[config.mk]
export PLATFORM = sky130hd
export DESIGN_NAME = xxhash64_feeder
export DESIGN_NICKNAME = d
export VERILOG_FILES = /design/src/rtl/xxhash64_feeder.sv
export SDC_FILE = /design/constraint.sdc
export NUM_CORES = 1
export LEC_CHECK = 0
export ABC_AREA = 1
export CELL_PAD_IN_SITES_DETAIL_PLACEMENT = 0
export CELL_PAD_IN_SITES_GLOBAL_PLACEMENT = 1
export CORE_MARGIN = 1.5
export CORE_UTILIZATION = 35
export CTS_BUF_LIST = sky130_fd_sc_hd__clkbuf_4 sky130_fd_sc_hd__clkbuf_8
export CTS_CLUSTER_SIZE = 25
export DETAILED_ROUTE_END_ITERATION = 8
export PLACE_DENSITY_LB_ADDON = 0.1
export SYNTH_ARGS = -nofsm -noshare
export SYNTH_HDL_FRONTEND = slang
export SYNTH_SLANG_ARGS = --single-unit
[constraint.sdc]
create_clock -name clk -period 2.6 [get_ports clk]
set_input_delay 0.78 -clock clk [delete_from_list [all_inputs] [get_ports clk]]
set_output_delay 0.78 -clock clk [all_outputs]
set_load 0.01 [all_outputs]
[src/rtl/xxhash64_feeder.sv]
// xxhash64_feeder: packs an upstream byte stream into 64-bit little-endian
// words and drives an XXH64 core through seed / add / request strobes,
// returning the digest on a valid/ready result channel.
// Optional build macro XXH_FEED_PAD_EN: when defined, a partial final word is
// zero-padded and hashed; when undefined, the partial tail is dropped and
// flagged on tail_dropped.
module xxhash64_feeder #(
   parameter int unsigned REQ_TIMEOUT = 64
) (
   input  logic        clk,
   input  logic        rst_n,
   input  logic        s_valid,
   output logic        s_ready,
   input  logic [7:0]  s_data,
   input  logic        s_last,
   input  logic [63:0] seed,
   output logic        hash_seed,
   output logic        hash_add,
   output logic        hash_request,
   output logic [63:0] hash_word,
   input  logic        hash_ready_in,
   input  logic [63:0] hash_in,
   output logic        m_valid,
   input  logic        m_ready,
   output logic [63:0] m_hash,
   output logic [31:0] m_bytes,
   output logic        m_error,
   output logic        tail_dropped
);

   localparam int unsigned TW = (REQ_TIMEOUT > 1) ? $clog2(REQ_TIMEOUT) : 1;
   localparam logic [TW-1:0] TMO_LAST = TW'(REQ_TIMEOUT - 1);

   typedef enum logic [2:0] {
      ST_IDLE,
      ST_SEED,
      ST_FILL,
      ST_FLUSH,
      ST_REQ,
      ST_OUT
   } state_e;

   state_e        state_q, state_d;
   logic [63:0]   lanes_q, lanes_d;
   logic [2:0]    lane_q, lane_d;
   logic [63:0]   word_q, word_d;
   logic          add_q, add_d;
   logic [31:0]   bytes_q, bytes_d;
   logic [TW-1:0] tmo_q, tmo_d;
   logic [63:0]   hash_q, hash_d;
   logic          err_q, err_d;
   logic          drop_q, drop_d;
   logic          req_expired;

   assign req_expired = (tmo_q == TMO_LAST) && !hash_ready_in;

   // State register
   always_ff @(posedge clk) begin
      if (!rst_n) begin
         state_q <= ST_IDLE;
      end else begin
         state_q <= state_d;
      end
   end

   // Next-state logic
   always_comb begin
      state_d = state_q;
      unique case (state_q)
         ST_IDLE:  if (s_valid) state_d = ST_SEED;
         ST_SEED:  state_d = ST_FILL;
         ST_FILL:  if (s_valid && s_last) state_d = ST_FLUSH;
         // FLUSH lasts until the lane counter is zero, so any word it emits
         // (or a full last word from FILL) has its hash_add cycle before REQ.
         ST_FLUSH: if (lane_q == 3'd0) state_d = ST_REQ;
         ST_REQ:   if (hash_ready_in || req_expired) state_d = ST_OUT;
         ST_OUT:   if (m_ready) state_d = ST_IDLE;
         default:  state_d = ST_IDLE;
      endcase
   end

   // Datapath next-state: lane packing, word strobe, counters, result capture
   always_comb begin
      lanes_d = lanes_q;
      lane_d  = lane_q;
      word_d  = word_q;
      add_d   = 1'b0;
      bytes_d = bytes_q;
      tmo_d   = '0;
      hash_d  = hash_q;
      err_d   = err_q;
      drop_d  = drop_q;
      unique case (state_q)
         ST_IDLE: begin
            // Seed goes into the word register so hash_word shows it in SEED
            if (s_valid) word_d = seed;
         end
         ST_SEED: begin
            lanes_d = '0;
            lane_d  = '0;
            bytes_d = '0;
            err_d   = 1'b0;
            drop_d  = 1'b0;
         end
         ST_FILL: begin
            if (s_valid) begin
               lanes_d[{lane_q, 3'b000} +: 8] = s_data;
               lane_d  = lane_q + 3'd1;
               bytes_d = bytes_q + 32'd1;
               if (lane_q == 3'd7) begin
                  word_d  = lanes_d;
                  add_d   = 1'b1;
                  lanes_d = '0;
               end
            end
         end
         ST_FLUSH: begin
            if (lane_q != 3'd0) begin
`ifdef XXH_FEED_PAD_EN
               word_d = lanes_q;
               add_d  = 1'b1;
`else
               drop_d = 1'b1;
`endif
               lanes_d = '0;
               lane_d  = '0;
            end
         end
         ST_REQ: begin
            tmo_d = tmo_q + 1'b1;
            if (hash_ready_in) begin
               hash_d = hash_in;
               err_d  = 1'b0;
            end else if (req_expired) begin
               hash_d = '0;
               err_d  = 1'b1;
            end
         end
         ST_OUT: begin
         end
         default: begin
         end
      endcase
   end

   // Datapath registers
   always_ff @(posedge clk) begin
      if (!rst_n) begin
         lanes_q <= '0;
         lane_q  <= '0;
         word_q  <= '0;
         add_q   <= 1'b0;
         bytes_q <= '0;
         tmo_q   <= '0;
         hash_q  <= '0;
         err_q   <= 1'b0;
         drop_q  <= 1'b0;
      end else begin
         lanes_q <= lanes_d;
         lane_q  <= lane_d;
         word_q  <= word_d;
         add_q   <= add_d;
         bytes_q <= bytes_d;
         tmo_q   <= tmo_d;
         hash_q  <= hash_d;
         err_q   <= err_d;
         drop_q  <= drop_d;
      end
   end

   // Output decode from state and registers
   always_comb begin
      s_ready      = (state_q == ST_FILL);
      hash_seed    = (state_q == ST_SEED);
      hash_request = (state_q == ST_REQ);
      m_valid      = (state_q == ST_OUT);
      hash_add     = add_q;
      hash_word    = word_q;
      m_hash       = hash_q;
      m_bytes      = bytes_q;
      m_error      = err_q;
      tail_dropped = drop_q;
   end

endmodule

# [Word-level counts from Yosys, hierarchy flattened]
# Cells that the tools add are included.
[totals] regBits=239 out_inout_bits=167
[classes] add_sub_neg=4 n_eq_ne=16 n_shift=2 n_mux=28 reduce_logical=22
[op_table] cell="$mux W64" count=8
[op_table] cell="$pmux W64 S3" count=1
[op_table] cell="$pmux W64 S2" count=1
[op_table] cell="$bwmux W64" count=1
[op_table] cell="$pmux W32 S2" count=1
[op_table] cell="$shift A8 B8 Y64 const A" count=1
[op_table] cell="$shiftx A8 B8 Y64" count=1
[op_table] cell="$add A32 B1 Y32 const B" count=1
[op_table] cell="$mux W32" count=1
[op_table] cell="$mux W3" count=7
[op_table] cell="$pmux W3 S6" count=1
[op_table] cell="$reduce_and A2 Y1" count=5
[op_table] cell="$reduce_bool A2 Y1" count=5
[op_table] cell="$eq A3 B3 Y1 const B" count=3
[op_table] cell="$pmux W3 S3" count=1
[op_table] cell="$ne A2 B1 Y1 const B" count=4
[op_table] cell="$ne A2 B2 Y1 const B" count=4
[op_table] cell="$neg A6 Y8" count=1
[op_table] cell="$add A6 B1 Y6 const B" count=1
[op_table] cell="$eq A3 B2 Y1 const B" count=2
[op_table] cell="$eq A6 B6 Y1 const B" count=1
[op_table] cell="$logic_not A3 Y1" count=2
[op_table] cell="$reduce_and A3 Y1" count=2
[op_table] cell="$reduce_bool A3 Y1" count=2
[op_table] cell="10 further kinds" count=15

# [Longest topological paths before layout]
[logic_depth] word_depth=6 depth_mapped=13 ltp_nobuf=12

# [Worst setup path before layout]
# Ideal clock, no wire load.
[synth_timing] kind="reg-to-reg" start="register lane_q[0]" end="register lanes_q[16]" setup_time_ns=0.128 arrival_ns=1.967 t_required_ns=2.472 setup_slack_ns=0.505 path_stages_with_launch=14 n_path_buf=2 period_less_slack_ns=2.095 path_cell_list="dfxtp_1 buf_4 inv_2 ha_1 ha_1 buf_2 nand2_1 clkinv_1 nand2_1 nand2_1 nand3_1 nor2_1 nor2_1 nor2_1"
[synth_between] elab_chain_len=6
[synth_lines] item="start: declaration" line="45" rtl="logic [2:0] lane_q, lane_d;"
[synth_lines] item="start signal: assignment" line="160" rtl="lane_q <= lane_d;"
[synth_lines] item="$neg A6 Y8" line="107" rtl="lanes_d[{lane_q, 3'b000} +: 8] = s_data;"
[synth_lines] item="$shiftx A8 B8 Y64 or $shift A8 B8 Y64 (tied branches)" line="107"
[synth_lines] item="$bwmux W64" line="107"
[synth_lines] item="$mux W64" line="110" rtl="if (lane_q == 3'd7) begin"
[synth_lines] item="$mux W64" line="106" rtl="if (s_valid) begin"
[synth_lines] item="$pmux W64 S3" line="93" rtl="unique case (state_q)"
[synth_lines] item="end signal: assignment" line="159" rtl="lanes_q <= lanes_d;"
[synth_lines] item="end: declaration" line="44" rtl="logic [63:0] lanes_q, lanes_d;"
# Several ways; a longest one is shown, not always the timed one. The select of a mux whose other input is x is not followed.
# A chain may end at the register's enable or synchronous reset.

# [Worst setup path in the final report]
[layout_timing] start="register state_q[2]" end="output s_ready"
[layout_between] elab_chain_len=1
[layout_lines] item="start: declaration" line="43" rtl="state_e state_q, state_d;"
[layout_lines] item="start signal: assignment" line="62" rtl="state_q <= state_d;"
[layout_lines] item="$eq A3 B2 Y1" line="173" rtl="s_ready = (state_q == ST_FILL);"
[layout_lines] item="end: declaration" line="13" rtl="output logic s_ready,"
# Every way passes these cells.

==> flow_metrics.py <==
metrics = {
    "outcome": {
        "status": "complete, no violations",
    },
    "floorplan": {
        "die_height_um": 182,
        "initial_core_util_pct": 35.6,
        "core_um2": 31500,
        "die_x_um": 182,
        "num_io_pins": 309,
        "fp-row-count": 65,
        "dieArea_um2": 33100,
    },
    "sta": {
        "drv_slew": 0,
        "min_period_ns": 2.46,
        "setup_viol": 0,
        "period_share_pct": 94.5,
        "rsz0062_at_grt": "false",
        "setup-tns-final_ns": 0,
        "hold_viol_final": 0,
        "holdWs_ns": 0.448,
        "timing.slew.headroom_pct": 49.6,
        "worstMarginPinSlew_ns": 0.756,
        "skew_ns": 0.0148,
        "layout_setup_ws_ns": 0.142,
        "clock.fmax_mhz": 407,
    },
    "finish": {
        "drive_above_1_share_pct": 7.47,
        "fillCellCount": 3198,
        "finalNetCount": 2093,
        "syn_to_final_growth_pct": 39.4,
        "fin_util_pct": 49.6,
        "design_area_um2": 15600,
    },
    "routing": {
        "drtIter0Drc": 736,
        "firstDrtPassIters": 7,
        "drtAntennaViolNets": 0,
        "vias": 11600,
        "wl_mm": 37.2,
        "wire_per_inst_um": 15.7,
        "vias_per_cell": 4.91,
        "drc_errors": 0,
    },
    "min_path": {
        "worstHoldPathType": "reg -> reg",
        "min_path_cells": 1,
    },
    "yosys": {
        "yosysSeqAreaShare_pct": 42.8,
        "yosysWarningCount": 0,
        "syn_avg_cell_area_um2": 6.79,
        "synth_area_leaders": "dfxtp_1 (43%), a21oi_1 (13%), nand2_1 (10%)",
        "synth_top_area_cell": "dfxtp_1",
        "yosysTopAreaCellShare_pct": 42.8,
        "synth-async-reset-ratio_pct": 0,
        "synth-seq-cells": 239,
        "synth_cell_types": 34,
        "synth_edf_count": 0,
        "synth_flop_cell": "dfxtp_1",
        "synth_cells": 1649,
        "synth_area_um2": 11200,
        "synth_fp_nets": 1801,
    },
    "setup_path": {
        "end_kind": "primary output",
        "critical_path_buf_inv_count": 4,
        "cp.required_ns": 1.82,
        "crit_arrival_ns": 1.68,
        "cp_slowest_stage_delay_ns": 0.35,
        "critical_path.top_delay_family": "buffers and inverters",
        "cp_slowest_cell": "dfxtp_1",
        "path_max_fanout": 5,
        "cp.depth": 5,
        "path_class": "reg -> out",
        "cp-start-kind": "register",
        "reg2reg_depth": 11,
        "path_cells": "inv_2 > buf_4 > nand3_4 > inv_2 > dlygate4sd2_1",
        "crit_top_cell": "inv_2",
    },
    "grt": {
        "grt_pass1_vias": 10900,
        "overflow": 0,
        "grt_pass1_wl_mm": 58.7,
        "antenna_found_initial": 1,
        "grt_max_degree": 65,
        "grtUsageTotal_pct": 22.0,
    },
    "clocking": {
        "cts_tree": "done",
        "cts.clk_slew.worst_paths_ns": 0.06,
        "cts_sinks": 239,
        "clock_latency_ns": 0.55,
        "hold_buffers": 0,
        "clockBufferDepth": 3,
        "cts-buffers-inserted": 44,
        "cts_max_level": 2,
        "cts_root_buf": "clkbuf_8",
    },
    "power": {
        "power_density_nw_per_um2": 810,
        "p_leak_nw": 5.98,
        "peakVddDrop_mv": 0.585,
    },
    "placed_design": {
        "gp_congestion": 0.860,
        "place_hpwl_mm": 25.7,
        "place_area_um2": 14600,
        "pre_cts_slack_ns": 0.100,
        "io_buffers": 308,
    },
    "run": {
        "maxCapViolCount": 0,
    },
}
-- final timing paths --
kind	slack, ns	end	start
max reg2reg	0.29	lanes_q[31]	lane_q[1]
min reg2reg	0.45	tmo_q[0]	tmo_q[0]
max	0.14	s_ready	state_q[2]
min	0.45	tmo_q[0]	tmo_q[0]
-- cell usage in the layout (no fill, tap or decap), drive strengths merged, types with 38 or more instances in the layout --
cell type      instances
nand2                305
clkdlybuf4s50        303
a21oi                281
nor2                 268
dfxtp                239
nand3                181
inv                  145
o21ai                 80
clkbuf                65
buf                   38
-- flip-flops by register name, indices dropped and copies added, names as in the netlist --
name and cells:
hash_add 1, hash_word 64, lane_q 3, lanes_q 64, m_bytes 32, m_error 1
m_hash 64, state_q 3, tail_dropped 1, tmo_q 6
-- synthesized netlist by cell type, types with 4 or more instances --
cell	number
buf_6	9
nor2_2	4
nor2_1	262
inv_1	138
buf_1	6
buf_4	13
nor3_1	11
nand3_2	4
clkbuf_1	30
nand2_1	297
o21ai_0	19
nand4_1	12
dfxtp_1	239
nand3_1	176
buf_2	41
nand2_2	8
ha_1	10
clkinv_1	4
o21ai_1	61
a21oi_1	281
inv_2	7
-- final cells by class --
type                    count  area (um2)  share of cell area (%)
diodes                      1        2.50                  0.0160
repair buffers            345        3470                    22.2
well taps                 402         503                    3.22
inverters                 149         562                    3.60
clock buffers              65         807                    5.17
multi-input cells        1162        5340                    34.3
clock inverters             9         128                   0.818
flip-flops and latches    239        4790                    30.7
-- metrics by stage --
stage / std cells / total power, mW
after global routing: 2371 / 13.4
after global placement: 2296 / 8.82
final: 2372 / 12.6
after floorplan: 1649 / 6.90
after CTS: 2371 / 12.8
after detailed placement: 2296 / 8.82
-- repair_timing --
item / 4_1_cts / 5_1_grt
setup endpoints to repair: 4 / 14
buffers inserted: 1 / 0
resized for setup: 7 / 4
-- metal layers --
layer  GRT usage [%]  part of all wire [%]  vias up
li1                -                     -     5960
met1            28.1                    44     5265
met2            37.2                    47      340
met3            4.21                   6.2       77
met4            7.23                   2.6        0
met5               0                     0        -
-- logic make-up after synthesis --
group / synth area share [%]
simple gates: 29.7
compound gates: 16.5
fa+ha+maj: 1.12
flops: 42.8
xor+xnor: 0.0783
buf+inv: 9.82
-- where the power goes --
part	switching (mW)	total (mW)	internal, mW
clock	1.61	3.88	2.27
combinational	2.55	4.29	1.75
sequential	0.298	4.46	4.16
total	4.45	12.6	8.18
Note: power is estimated with default switching activity, not from simulation.
==> RTL change 1: new RTL, same flow settings <==
Set the parameter `REQ_TIMEOUT` to 128 (it was 64).
--- a/src/rtl/xxhash64_feeder.sv
+++ b/src/rtl/xxhash64_feeder.sv
@@ -7,3 +7,3 @@
 module xxhash64_feeder #(
-   parameter int unsigned REQ_TIMEOUT = 64
+   parameter int unsigned REQ_TIMEOUT = 128
 ) (
Formal check against the unedited RTL: same outputs for any inputs over 4 cycles, from zero or initial values and one cycle with rst_n low; that may be too few to reach the edited logic, so the function may still have changed.
==> RTL change 1 against the original RTL <==
Cell area increased by 1.4%; non-clock buffer count unchanged; combinational power increased by 16%; area after synthesis increased by 1.7%; clock skew increased by 0.0028 ns; via count increased by 1.1%; total power increased by 5.1%; setup slack improved by 0.074 ns; routed wire length decreased by 0.30%; sequential cell count increased by 1; global-route usage decreased by 0.90 points; die area increased by 1.7%; highest routed layer unchanged.
==> RTL change 1: results (changes against the original RTL) <==
- The clock latency on the worst-skew pair is 0.55 ns (about the same).
- The routed length on met3 was 1860 µm (-20%).
- Met2 Use GR: 36.5% (-0.76 points)
- The fraction of layout cells with a size suffix above 1 is 7.81% (+0.34 points).
- Number of distinct library cell variants in the gate-level netlist after synthesis: 35 (+2.9%)
* Global Route met3 Usage: 3.44% (-0.78 points)
- The average vias per placed instance is 4.88 (-0.48%).
- The count of cells resized by post-cts repair is 7 (unchanged).
* Depth of the CTS H-tree: 2 (unchanged)
* Hold violation total from the final report: 0 (unchanged)
- The highest fanout seen on the critical path is 7 (+2).
* Worst VDD drop: 0.653 mV (+12%)
* Wire length on met2: 17,900 µm (+1.4%)
- The buffer levels on the longest clock path came to 3 (unchanged).
- The root buffer cell chosen for the clock tree is sky130_fd_sc_hd__clkbuf_8.
* Compound-gate portion of the synthesized area: 16.4% (-0.10 points)
- Share of total power in combinational logic: 37.4% (+3.4 points)
- The per-cell routed wire length was 15.4 µm (-1.8%).
* Synthesized Nets: 1,808 (+0.39%)
- After synthesis, the cell types taking the most area are sky130_fd_sc_hd__dfxtp_1 (42%), sky130_fd_sc_hd__a21oi_1 (12%), sky130_fd_sc_hd__nand3_1 (10%).
- The flow ran to the end, and the final reports show no timing, DRC or antenna violations.
* Detailed Place HPWL: 25,500 µm (-0.82%)
- The global routing met1 resource utilization was 27.3% (-0.83 points).
* Adder-cell share of the synthesized area: 1.10% (-0.019 points)
- Worst hold path class: reg -> reg
- Relative slew slack: 51.5% (+1.9 points)
* Sum of routed wire segments on met1: 16,700 µm (+2.4%)
- The post-place instance area came to 14,900 µm² (+1.6%).
- # Post-CTS Setup Buffers: 0 (-1)
* Final nets: 2,094 (+0.048%)
- In the synthesized netlist, the cells that appear most often are sky130_fd_sc_hd__a21oi_1 (268), sky130_fd_sc_hd__nor2_1 (268), sky130_fd_sc_hd__nand2_1 (243), sky130_fd_sc_hd__dfxtp_1 (240), sky130_fd_sc_hd__nand3_1 (237).
* Clock transition time at the flip-flop clock pins of the worst setup and hold paths: 0.05 ns
- Critical path arrival: 1.60 ns (-0.08 ns)
- The DRC violation total after the first TritonRoute iteration was 735 (-0.14%).
- Clock Power: 3.74 mW (-4%)
* First-pass DRT Iterations: 5 (-2)
- The net switching share of the total power came to 36.4% (+1.2 points).
* Fraction of synthesis flops using an asynchronous set or reset pin: 0% (unchanged)
- Signal routing reaches up to met4.
- The number of antenna violations at the first check in global routing came to 0 (-1).
* XOR/XNOR Fraction of Synth Area: 0.154% (+0.076 points)
* Maximum number of pins on one net before global-route repair: 65 (unchanged)
- The overall global routing resource usage came to 21.1% (-0.90 points).
* Power after layout: 13.3 mW (+5.1%)
- Buffers added on ports: 308 (unchanged)
* Sequential-to-total area share from yosys stat: 42.2% (-0.55 points)
- The first-pass GRT wire length came to 57,500 µm (-2.0%).
* Vias in the first global route: 10,800 (-1.1%)
* Clock skew after layout: 0.0176 ns (+0.00279 ns)
- Leak: 5.99 nW (about the same)
* Most heavily used metal layer in global routing: met2
- The routability congestion estimate from global placement is 0.853 (-0.80%).
- Top power consumer group: combinational logic
-- RTL change 1: cell count changes in the layout (fill, tap and decap cells not counted), sizes merged, moves of 4 or more --
cell and delta:
nand3 +61, nand2 -59, clkbuf +9, nor2 +5, inv -4, nor3 -4
-- RTL change 1: worst max-delay path, stage by stage (launching register included) --
cell and delay, ns:
sky130_fd_sc_hd__dfxtp_2 0.36, sky130_fd_sc_hd__nor2_1 0.15, sky130_fd_sc_hd__nand2_1 0.12, sky130_fd_sc_hd__inv_2 0.12
sky130_fd_sc_hd__dlygate4sd2_1 0.32
-- RTL change 1: cells by family after synthesis --
group	count (synthesis)
AO/OA/AOI/OAI	364
XOR/XNOR	2
adder cells (fa/ha/maj)	10
buffers and inverters	249
flip-flops	240
AND/OR/NAND/NOR	791
-- RTL change 1: area by class of cell --
class                   instances  area (µm²)
diodes                          1        2.50
multi-input cells            1167        5450
well taps                     435         544
clock inverters                 3        20.0
inverters                     144         546
repair buffers                345        3540
fillers                      3234       16000
clock buffers                  74         906
flip-flops and latches        240        4810
-- RTL change 1: stage by stage --
step	hold WS, ns	cells	setup slack (ns)
finish	0.446	2409	0.216
global placement	0.431	2331	0.230
global route	0.487	2408	0.0217
CTS	0.453	2408	0.0138
detailed placement	0.445	2331	0.171
floorplan	0.418	1656	0.380
-- RTL change 1: final timing paths --
| check | start | endpoint | slack (ns) | cells past startpoint |
|---|---|---|---|---|
| setup / recovery | state_q[1] | hash_request | 0.22 | 4 |
| hold / removal | tmo_q[0] | tmo_q[0] | 0.45 | 1 |
| setup reg to reg | lane_q[1] | lanes_q[21] | 0.26 | 12 |
| hold reg to reg | tmo_q[0] | tmo_q[0] | 0.45 | 1 |
==> RTL change 2: new RTL, config.mk and constraints unchanged <==
Without the edit above. Register the output `m_error`, without a reset; this adds one clock of latency there. The other outputs are not delayed to match.
--- a/src/rtl/xxhash64_feeder.sv
+++ b/src/rtl/xxhash64_feeder.sv
@@ -41,2 +41,4 @@
    } state_e;
+
+   logic m_error_d;
 
@@ -180,4 +182,8 @@
       m_bytes      = bytes_q;
-      m_error      = err_q;
+      m_error_d    = err_q;
       tail_dropped = drop_q;
+   end
+
+   always_ff @(posedge clk) begin
+      m_error <= m_error_d;
    end
Behaviour: same outputs for any inputs over 4 cycles, from zero or initial values and one cycle with rst_n low; that may be too few to reach the edited logic, so the function may still have changed.
==> RTL change 2 against the original RTL <==
Total power shrank 2.9%; clock power down 11%; global-route usage fell by 0.31 points; setup slack improved by 0.035 ns; critical endpoint is now m_bytes[23]; area after synthesis increased by 0.18%; routed wire length fell by 0.70%; count of clock-buffer cells in the layout did not move; sequential cell count grew 1; cell area decreased by 0.40%; non-clock buffer count rose by 5.
==> RTL change 2: results (changes against the original RTL) <==
- Vias in the first global route: 10,900 (+0.018%)
* Worst VDD drop: 0.864 mV (+48%)
- Final weighted congestion in routability-driven placement: 0.886 (+3.1%)
* Placed instance area: 14,700 µm² (+0.48%)
- The overall global routing resource usage was 21.7% (-0.31 points).
- The transition time at the pin with the least slew margin was 0.535 ns (-0.221 ns).
* Number of diodes added for antenna fixing: 0 (-1)
- The pre-CTS worst setup slack is 0.0860 ns (-0.0143 ns).
- The DRC violation total after the first TritonRoute iteration came to 726 (-1.4%).
* Wire length of the first global-routing pass: 58,000 µm (-1.1%)
* First-pass DRT Iterations: 5 (-2)
- TritonCTS buffer count: 46 (+4.5%)
- Source-to-sink clock delay at the later pin of the worst-skew pair: 0.56 ns
- The per-cell routed wire length is 15.6 µm (-0.70%).
- Number of distinct library cell variants in the gate-level netlist after synthesis: 34 (unchanged)
- The average vias per placed instance came to 4.89 (-0.32%).
* Hold Path Cell Cnt: 0 (-1)
* Cell types with the largest area share after synthesis: sky130_fd_sc_hd__dfxtp_1 (43%), sky130_fd_sc_hd__a21oi_1 (13%), sky130_fd_sc_hd__nand2_1 (9.9%)
- The number of antenna violations at the first check in global routing was 0 (-1).
- Sorting the synthesized cells by how often they occur yields sky130_fd_sc_hd__nand2_1 (297), sky130_fd_sc_hd__a21oi_1 (281), sky130_fd_sc_hd__nor2_1 (262), sky130_fd_sc_hd__dfxtp_1 (240), sky130_fd_sc_hd__nand3_1 (176).
- Clock skew after layout: 0.0173 ns (+0.00245 ns)
* Crit path max-delay cell type: sky130_fd_sc_hd__clkdlybuf4s50_1
- Sequential-to-total area share from yosys stat: 42.9% (+0.10 points)
* Buffers added on ports: 308 (unchanged)
* Adder-cell share of the synthesized area: 1.12% (-0.0020 points)
- Proportion of layout cells with a drive suffix above 1: 7.36% (-0.11 points)
- The HPWL after detailed placement is 25,900 µm (+0.79%).
* Final hold slack: 0.350 ns (-0.0978 ns)
- The total leakage power is 5.94 nW (-0.71%).
* Avg Cell Area, Syn: 6.79 µm² (+0.12%)
* Compound-gate portion of the synthesized area: 16.5% (-0.030 points)
- The net count after synthesis was 1,802 (+0.056%).
* Number of placed instances, taps included: 2,302 (+0.26%)
* Final nets: 2,101 (+0.38%)
- The pin count of the biggest net entering global routing is 67 (+3.1%).
* Outcome: finished clean
* XOR/XNOR Fraction of Synth Area: 0.0781% (-0.00014 points)
* Fraction of synthesis flops using an asynchronous set or reset pin: 0% (unchanged)
- The highest fanout seen on the critical path is 8 (+3).
* Delay of the slowest cell on the worst path: 0.60 ns (+0.25 ns)
* Critical path arrival: 1.64 ns (-0.04 ns)
## RTL change 2: cell types whose count changed in the layout (fill, tap and decap cells not counted), sizes merged
cell          delta
buf              +5
bufinv           -3
clkinvlp         -2
clkinv           -1
dfxtp            +1
diode            -1
dlygate4sd2      +1
dlymetal6s2s     -1
inv              +1
## RTL change 2: kinds of logic after synthesis
family,Yosys count
AO/OA/AOI/OAI,367
XOR/XNOR,1
adder cells (fa/ha/maj),10
buffers and inverters,248
flip-flops,240
AND/OR/NAND/NOR,784
## RTL change 2: repair_timing
action | 4_1_cts | 5_1_grt
cloned | 0 | 0
hold buffers | 0 | 0
resized for setup | 7 | 1
endpoints found under the setup margin | 4 | 15
buffers inserted | 1 | 0
pin swaps | 0 | 0
## RTL change 2: path summary, 6_finish.rpt
check | start | endpoint | slack, ns
worst min-delay path | err_q | m_error | 0.35
worst min register to register | err_q | m_error | 0.35
worst max register to register | lane_q[1] | lane_q[2] | 0.30
worst max-delay path | m_bytes[23] | m_bytes[23] | 0.18
## RTL change 2: final cells by class
| type | count | area (µm²) |
|---|---|---|
| Multi-Input combinational cell | 1162 | 5340 |
| Inverter | 149 | 562 |
| Tap cell | 402 | 503 |
| Clock buffer | 65 | 788 |
| Timing Repair Buffer | 350 | 3510 |
| Sequential cell | 240 | 4810 |
| Fill cell | 3195 | 16000 |
| Clock inverter | 4 | 28.8 |
## RTL change 2: power by group
part | switching (mW) | internal [mW]
sequential | 0.287 | 4.18
combinational | 2.55 | 1.78
clock | 1.55 | 1.92
## RTL change 2: metal layers
metal / routed length (µm) / global-route usage, % / vias up
met5: 0 / 0 / -
met4: 1130 / 7.87 / 0
met3: 1660 / 3.39 / 70
met2: 18100 / 38.1 / 308
met1: 16100 / 26.8 / 5268
li1: - / - / 5959
